==> src/rtl/retire_rat.sv <==
// retire_rat: retirement register alias table for the out-of-order RV32I core.
// Holds the committed arch->phys mapping. Each committing instruction with a
// destination frees the previously committed physical register to the free
// list. On a branch mispredict the committed mapping is walked back into the
// front-end rename RAT, one entry per cycle, while commit is held off.
//
// Ports:
//   clk, rst             clock, synchronous active-high reset
//   commit_valid/rd/pd   ROB head commit (accepted when commit_ready)
//   commit_ready         high in IDLE, low while recovering
//   branch_mispredict    single-cycle flush pulse
//   free_enqueue/wdata   registered free-list enqueue, one cycle after commit
//   restore_valid/idx/pd front-end RAT write during recovery walk
//   recovering           recovery walk in progress
//   restore_done         pulse coinciding with the final restore write (idx 31)
module retire_rat #(
   parameter int unsigned NUM_ARCH_REGS = 32,
   parameter int unsigned ARCH_W        = 5,
   parameter int unsigned PREG_W        = 6
) (
   input  logic              clk,
   input  logic              rst,
   input  logic              commit_valid,
   input  logic [ARCH_W-1:0] commit_rd,
   input  logic [PREG_W-1:0] commit_pd,
   output logic              commit_ready,
   input  logic              branch_mispredict,
   output logic              free_enqueue,
   output logic [PREG_W-1:0] free_wdata,
   output logic              restore_valid,
   output logic [ARCH_W-1:0] restore_idx,
   output logic [PREG_W-1:0] restore_pd,
   output logic              recovering,
   output logic              restore_done
);

   localparam logic [ARCH_W-1:0] FIRST_IDX = ARCH_W'(1);
   localparam logic [ARCH_W-1:0] LAST_IDX  = ARCH_W'(NUM_ARCH_REGS - 1);

   typedef enum logic {IDLE, RECOVER} state_t;

   state_t            state;
   logic [ARCH_W-1:0] walk_idx;
   logic [PREG_W-1:0] rrat [NUM_ARCH_REGS];

   logic commit_fire;
   logic commit_writes;

   // Commits are only accepted in IDLE; x0 never updates the table.
   assign commit_fire   = commit_valid && (state == IDLE);
   assign commit_writes = commit_fire && (commit_rd != '0);

   // Status and restore outputs decode directly from registered state, counter
   // and table, so restore_pd always reflects the committed mapping.
   assign commit_ready  = (state == IDLE);
   assign recovering    = (state == RECOVER);
   assign restore_valid = recovering;
   assign restore_idx   = recovering ? walk_idx : '0;
   assign restore_pd    = recovering ? rrat[walk_idx] : '0;
   assign restore_done  = recovering && (walk_idx == LAST_IDX);

   // Table update, free-list enqueue and recovery walk sequencing.
   always_ff @(posedge clk) begin
      if (rst) begin
         state        <= IDLE;
         walk_idx     <= '0;
         free_enqueue <= 1'b0;
         free_wdata   <= '0;
         for (int unsigned i = 0; i < NUM_ARCH_REGS; i++) begin
            rrat[i] <= PREG_W'(i);
         end
      end else begin
         free_enqueue <= 1'b0;

         // Old mapping is read before the write lands; the free list's own
         // full restore reclaims the register on a same-cycle mispredict.
         if (commit_writes) begin
            rrat[commit_rd] <= commit_pd;
            if (!branch_mispredict) begin
               free_enqueue <= 1'b1;
               free_wdata   <= rrat[commit_rd];
            end
         end

         case (state)
            IDLE: begin
               if (branch_mispredict) begin
                  state    <= RECOVER;
                  walk_idx <= FIRST_IDX;
               end
            end
            RECOVER: begin
               if (branch_mispredict) begin
                  walk_idx <= FIRST_IDX;
               end else if (walk_idx == LAST_IDX) begin
                  state    <= IDLE;
                  walk_idx <= '0;
               end else begin
                  walk_idx <= walk_idx + ARCH_W'(1);
               end
            end
            default: begin
               state    <= IDLE;
               walk_idx <= '0;
            end
         endcase
      end
   end

endmodule

==> config.mk <==
export PLATFORM = sky130hd
export DESIGN_NAME = retire_rat
export DESIGN_NICKNAME = d
export VERILOG_FILES = /design/src/rtl/retire_rat.sv
export SDC_FILE = /design/constraint.sdc
export NUM_CORES = 1
export LEC_CHECK = 0
export CAP_MARGIN = 25
export CORE_ASPECT_RATIO = 0.7
export CORE_MARGIN = 4
export CORE_UTILIZATION = 25
export CTS_BUF_LIST = sky130_fd_sc_hd__clkbuf_4 sky130_fd_sc_hd__clkbuf_8
export CTS_CLUSTER_DIAMETER = 50
export CTS_CLUSTER_SIZE = 8
export DETAILED_ROUTE_END_ITERATION = 16
export PLACE_DENSITY = 0.4
export SETUP_SLACK_MARGIN = 0.3
export SLEW_MARGIN = 40
export SYNTH_ARGS = -nofsm -noshare
export SYNTH_HDL_FRONTEND = slang
export SYNTH_SLANG_ARGS = --single-unit
==> constraint.sdc <==
create_clock -name clk -period 3 [get_ports clk]
set_clock_uncertainty 0.1 [all_clocks]
set_input_delay 0.75 -clock clk [delete_from_list [all_inputs] [get_ports clk]]
set_output_delay 0.75 -clock clk [all_outputs]
set_load 0.005 [all_outputs]
Word level (Yosys, flattened, before mapping)

Memory sizes are Yosys's and may differ from the RTL's. A register that Yosys moved wholly into a read port is not among the register bits.
Index checks and enable logic that the tools add are counted.
W data, S select, Z words.

Output and inout bits: 22
RAM bits: 192
Register bits: 7
Word-level logic and storage cells: 38
Memories: 1

$add $sub $neg: 1
Multiplexer cells: 21
Bitwise logic cells: 3
Eq/ne operators: 2
Reductions and logical operators: 7

Memories:

| name | depth | width | read ports | clocked after Yosys merged registers in | wr ports | RTL line | source |
|---|---|---|---|---|---|---|---|
| rrat | 32    | 6     | 2          | 2                                       | 32       | 44       | `logic [PREG_W-1:0] rrat [NUM_ARCH_REGS];` |

Operators with widths:

| cell                  | count |
|---|---|
| $mux W5               | 7 |
| $mux W6               | 2 |
| $mux W1               | 10 |
| $pmux W5 S2           | 1 |
| $reduce_or A6 Y1      | 1 |
| $add A5 B1 Y5 const B | 1 |
| $eq A5 B5 Y1 const B  | 1 |
| $reduce_bool A5 Y1    | 1 |
| $logic_and A1 B1 Y1   | 3 |
| $not A1 Y1            | 3 |
| $ne A2 B1 Y1 const B  | 1 |
| $pmux W1 S2           | 1 |
| $reduce_and A2 Y1     | 1 |
| $reduce_or A2 Y1      | 1 |

Depth between registers and ports, before layout

Gate-level depths: netlist of the first run.

Depth after elaboration: 8
Depth in mapped cells: 8

Worst setup path before layout of the first run

Ideal clock, no wire load.

Path type: in2reg
Start point: in commit_rd[2]
End point: mem rrat[16][0], enable pin
Required time: 2.523 ns
Cell stages on the path: 7
Data arrival time: 2.388 ns
Setup slack: 0.135 ns
Cell sequence: buf_4 buf_2 buf_2 nor2_1 nand2_1 buf_2 o21ai_0

RTL lines:

| what        | RTL line | source |
|---|---|---|
| from (decl) | 24       | `input logic [ARCH_W-1:0] commit_rd,` |
| to (decl)   | 44       |  |

==> metrics, run 1 <==
status complete, but fails checks; violated checks negative setup slack; post-route setup slack -369 ps; slew at the pin closest to its max-slew limit 573 ps; synthesis-stage register bit count 210; # Max-Cap Violations 0; final std cells w/o fill ~1700; Synth Area in Simple Gates 16.0%; Ports 37; clk root buf clkbuf_8; row cnt 64; Peak VDD IR 0.272 mV; total routed wirelength 43600 µm; # H-tree levels 2; Remaining DRCs 0; Clock Sinks 210; via count approximately 8500; RR Startpoint recovering; Final nets approximately 1100; fill count 4354; most common cell after layout, fill and taps aside edfxtp_1; crit-path cells buf_12 -> buf_16 -> mux4_2 -> a22oi_2 -> a21o_1 -> o41ai_2 -> buf_4 -> buf_6; Die H around 180 µm; final setup vio count 6; TritonCTS buffer count 35; crit path DAT 2520 ps; r2r worst-path depth 6; floorplan die area 48200 µm²; Post-Synth XOR/XNOR Area 0%; CP Max Fanout 5; critical path class reg2out; combinational family with the most area after synthesis multiplexers; Worst Hold Class reg2reg; Int Pwr 5.18 mW; placed insts 1592; power per cell area 488 nW/µm²; Ys Warns 0; vias in the first global route 8426; first-pass GRT wire length 61800 µm; Critical-path top delay cell mux4_2; mux cell area share after synthesis 19.0%; area occupied by multi-input gates approximately 4700 µm²; library cells used by synthesis 55; GPL Wtd Cong 0.863; Gate power share 13.1%; Synth Flop Type edfxtp_1; most frequent cells in the layout edfxtp_1 (192), buf_4 (159), nor2_1 (73); clk_lat worst skew 540 ps; post-route ant nets 0; DRT iter0 DRCs 850; Starting Density 25.4%; Slew Limit Fails 0; Max Buffers Root-to-Sink 3; Seq/Total Area, Yosys 54.8%; port buffer count 36; Req. time, crit path between 2000 and 2500 ps; fmax 297 MHz; Remaining Overflow, GRT 0; number of synthesized flops with an enable pin 192; Synth top area share 51.5%; Wirelength per Cell 26.3 µm; Clock power frac roughly two fifths; Die Width ~260 µm; CTS tree yes; biggest area consumer among synthesized cells edfxtp_1; vias per std cell 5.14; post-synthesis cell area 11200 µm²; worst hold path cell count 2; Fin. Hold Viols 0; P_sw 1.82 mW; RSZ-0062 raised after global routing true; largest net degree at the start of global routing 32; Synth Area in Compound Gates 5.71%; Hold Crit Start free_wdata[3]; Sw Ratio 25.9%; Post-Syn Area per Cell 12.9 µm²; fin util about 33%; min Tclk post-route 3370 ps; Pwr Total 7.00 mW; layout cell share with drive strength beyond 1 ~34%; Max transition margin 61.7%; Post-synth ARST share 0%; GRT Total Usage between 10% and 20%; Worst path max stage delay 560 ps; CP endpoint kind output pin; DP HPWL about 32000 µm; setup TNS -2040 ps; antenna violations before repair 0; core area ~44000 µm²; Area contributors post-synth edfxtp_1 (52%), mux4_2 (14%), mux2i_1 (4.3%); Worst setup SP type flip-flop; Clock transition at path regs roughly 60 ps; Sequential Area 6130 µm²; drt first pass iters 5; Post-Syn Instances 870; Leakage Power 4.85 nW; Post-Synth Adder-Cell Area 0.224%; Seq pwr share ~48%; Area Growth Syn to Fin 28.2%; final worst path period share 112%
## synthesized netlist by cell type, types with 3 or more instances
library cell and count:
edfxtp_1 192, nor2_1 75, mux4_2 72, nand2_1 66, nor3_1 53, mux2i_1 48, clkbuf_1 39, and2_1 33
buf_2 33, or3_1 33, o22ai_1 25, o21ai_0 20, dfxtp_1 18, nand3_1 17, nor4_1 12, or2_2 12
a22oi_1 11, buf_4 9, nand2b_1 9, and3_1 7, inv_1 7, a22o_1 6, o32ai_1 6, buf_6 5
nor2b_1 5, a21o_1 4, a31oi_1 4, a32oi_1 4, and4_1 4, a21oi_1 3, nand4b_1 3, o41ai_1 3
## worst max-delay path, delay by kind of cell (launching register included)
family	cells	cell delay, ps
buffers and inverters	4	540
AO/OA/AOI/OAI	3	460
multiplexers	1	560
flip-flops	1	400
## per-stage QoR
| stage | hold WS [ps] | instance area (µm²) | setup WS, ps |
|---|---|---|---|
| 5_1_grt | 482 | 14300 | -450 |
| 3_3_place_gp | 459 | 13400 | -240 |
| 6_report | 453 | 14300 | -369 |
| 2_1_floorplan | 383 | 11200 | 304 |
| 4_1_cts | 451 | 14300 | -417 |
| 3_5_place_dp | 444 | 13400 | -256 |
## kinds of logic (layout without fill, tap and decap cells)
logic type	count (synthesis)	after routing
compound gates	93	93
mux	122	122
simple gates	346	346
other cells	1	7
fa+ha+maj	2	2
flops	210	210
buf+inv	96	284
## power by group through the flow
stage                     sequential, mW  clock, mW  combinational, mW
final                               3.36       2.72              0.918
after CTS                           3.36       2.79              0.911
after detailed placement            3.42          0              0.865
after floorplan                     3.37          0              0.450
after global placement              3.42          0              0.869
after global routing                3.37       2.93              0.967
## final cells by class
| type | count | share of cell area (%) |
|---|---|---|
| flip-flops and latches | 210 | 42.8 |
| multi-input cells | 569 | 33.0 |
| repair buffers | 221 | 13.9 |
| well taps | 594 | 5.18 |
| clock buffers | 49 | 4.31 |
| clock inverters | 6 | 0.585 |
| inverters | 8 | 0.209 |
| diodes | 1 | 0.0175 |
## layer usage
metal	up-vias	track usage [%]	part of all wire (%)
met5	-	0	0
met1	4404	28.1	51
met4	0	3.15	1.3
li1	3722	-	-
met2	337	24.8	40
met3	54	4.80	8.0
## state kept, by name, indices dropped and copies added (netlist names), named ones only
name          count
free_wdata        6
free_enqueue      1
walk_idx          5
recovering        1
rrat            192
## timing repair
action | CTS | global route
gates cloned | 1 | 0
gates resized for setup | 53 | 9
buffers inserted | 9 | 0
setup endpoints to repair | 7 | 22
hold buffers | 0 | 0
pin swaps | 17 | 4
## worst paths after layout
kind	to	slack, ps
worst max-delay path	restore_pd[5]	-370
worst min-delay path	free_wdata[3]	450
worst max register to register	rrat[30][3]	550
worst min register to register	free_wdata[3]	450
Note: power is estimated with default switching activity, not from simulation.
==> run 2: changes to the inputs <==
- CTS_CLUSTER_SIZE: 8 -> default
- HOLD_SLACK_MARGIN: default -> 0.12
==> metrics, run 2 (synthesized netlist as in run 1, its figures left out) <==
status complete, but fails checks; violated checks negative setup slack; area occupied by multi-input gates 4730 µm² (about the same); GPL Wtd Cong 0.863 (unchanged); Remaining Overflow, GRT 0 (unchanged); Area Growth Syn to Fin 29.6%; Clock Sinks 210 (unchanged); antenna violations before repair 0 (unchanged); Critical R2R Capture rrat[18][1]; fin area 14500 µm² (+1.1%); min Tclk post-route 3380 ps (+8.29 ps); fin util 33.0% (+0.35 points); Max Buffers Root-to-Sink 3 (unchanged); Clock transition at path regs 60 ps (about the same); TritonCTS buffer count 39 (+11%); Bufs and invs on worst path 4 (unchanged); CP endpoint kind output pin; biggest regs rrat (192), free_wdata (6), walk_idx (5); sink of the worst hold path free_wdata[3]; # H-tree levels 2 (unchanged); worst hold path cell count 2 (unchanged); drt first pass iters 5 (unchanged); post-route ant nets 0 (unchanged); Placed Area 13400 µm² (unchanged); power per cell area 512 nW/µm² (+4.9%); Worst path max stage delay 550 ps (about the same); RSZ-0062 raised after global routing true; fill count 4361 (+0.16%); Post-CTS Hold Buffers 0 (unchanged); total routed wirelength 43600 µm (about the same); first-pass GRT wire length 61800 µm (unchanged); CP Max Fanout 6 (+1); row cnt 64 (unchanged); Remaining DRCs 0 (unchanged); Sequential Area 6130 µm² (about the same); via count 8583 (+0.77%); Ports 37 (unchanged); slew at the pin closest to its max-slew limit 592 ps (+18.5 ps); Worst Hold Class reg2reg; core area 44000 µm² (unchanged); crit-path most repeated cell buf_4; WHS 448 ps (-5.57 ps); Fin. Hold Viols 0 (unchanged); CTS tree yes; Req. time, crit path 2150 ps (about the same); post-route setup slack -377 ps (-8.29 ps); clk root buf clkbuf_8; Die H 185 µm (unchanged); vias in the first global route 8455 (+0.34%); GRT Total Usage 17.9% (-0.030 points); crit-path cells buf_12 -> buf_4 -> mux4_2 -> a22oi_2 -> a21o_1 -> o41ai_2 -> buf_4 -> buf_2; Max transition margin 60.5% (-1.2 points); most frequent cells in the layout edfxtp_1 (192), buf_4 (163), nor2_1 (73); Peak VDD IR 0.214 mV (-21%); RR Startpoint recovering; CP top delay family buffers and inverters; Antenna diodes 0 (-1); clk_lat worst skew 580 ps (+40 ps); DP HPWL 31600 µm (unchanged); max reg flops 192 (unchanged); Worst setup SP type flip-flop; most common cell after layout, fill and taps aside edfxtp_1; DRT iter0 DRCs 890 (+4.7%); r2r worst-path depth 7 (+1); port buffer count 36 (unchanged); fmax 296 MHz (-0.25%); vias per std cell 5.13 (-0.19%); R2R setup slack 550 ps (about the same); final worst path period share 113% (+0.28 points); # Max-Cap Violations 0 (unchanged); Critical-path top delay cell mux4_2; Top reg by flops rrat; layout cell share with drive strength beyond 1 34.9% (+0.57 points); floorplan die area 48200 µm² (unchanged); Starting Density 25.4% (unchanged); Hold Crit Start free_wdata[3]; critical path class reg2out; crit path DAT 2530 ps (about the same); Die Width 261 µm (unchanged); Final nets 1067 (+0.47%); Slew Limit Fails 0 (unchanged); final setup vio count 6 (unchanged); largest net degree at the start of global routing 32 (unchanged); Wirelength per Cell 26.1 µm (-0.86%); Leakage Power 4.92 nW (+1.5%)
run 2: cell count changes in the layout (fill, tap and decap cells not counted), sizes merged:
cell and delta:
bufinv +2, clkinvlp +2, clkinv +5, clkdlybuf4s15 +1
buf +1, diode -1, dlygate4sd2 -1, clkbuf +7
run 2: timing repair:
| action | 4_1_cts | 5_1_grt |
|---|---|---|
| gates cloned | 1 | 0 |
| resized for setup | 51 | 9 |
| endpoints found under the setup margin | 7 | 15 |
| buffers inserted | 10 | 0 |
| pin swaps | 17 | 2 |
run 2: metrics by stage:
stage	instances	TNS, ps	power [mW]	worst slack, ps
6_report	1674	-2110	7.42	-377
5_1_grt	1674	-2560	7.69	-452
4_1_cts	1674	-2410	7.48	-422
3_5_place_dp	1592	-17510	4.28	-256
3_3_place_gp	1592	-12240	4.29	-240
2_1_floorplan	875	0	3.82	304
run 2: how the worst max path moves through the flow:
| stage | to | slack, ps | cells after the start |
|---|---|---|---|
| finish | restore_pd[2] | -380 | 8 |
| global route | restore_pd[4] | -450 | 8 |
| CTS | restore_pd[2] | -420 | 8 |
| detailed placement | restore_pd[2] | -260 | 8 |
| global placement | restore_pd[2] | -240 | 8 |
| floorplan | rrat[17][0] | 300 | 6 |
run 2: layer usage:
| layer | global-route usage, % | vias to the layer above | share of wire (%) |
|---|---|---|---|
| met5 | 0 | - | 0 |
| met4 | 3.05 | 0 | 1.3 |
| met3 | 4.80 | 50 | 8.7 |
| met2 | 24.7 | 368 | 40 |
| met1 | 28.2 | 4420 | 50 |
| li1 | - | 3745 | - |
run 2: final cells by class:
| cell class | count | area share [%] |
|---|---|---|
| multi-input cells | 569 | 32.6 |
| well taps | 594 | 5.13 |
| repair buffers | 222 | 13.7 |
| flip-flops and latches | 210 | 42.3 |
| inverters | 8 | 0.207 |
| clock buffers | 56 | 4.76 |
| clock inverters | 15 | 1.20 |
run 2: power by group:
part	total, mW	switching (mW)	internal [mW]
sequential	3.36	0.0808	3.28
clock	3.14	1.31	1.83
combinational	0.916	0.505	0.411
run 2: worst min-delay path: stages (launching register included):
cell and delay, ps:
dfxtp_1 340, nor2_1 110, a311oi_1 60
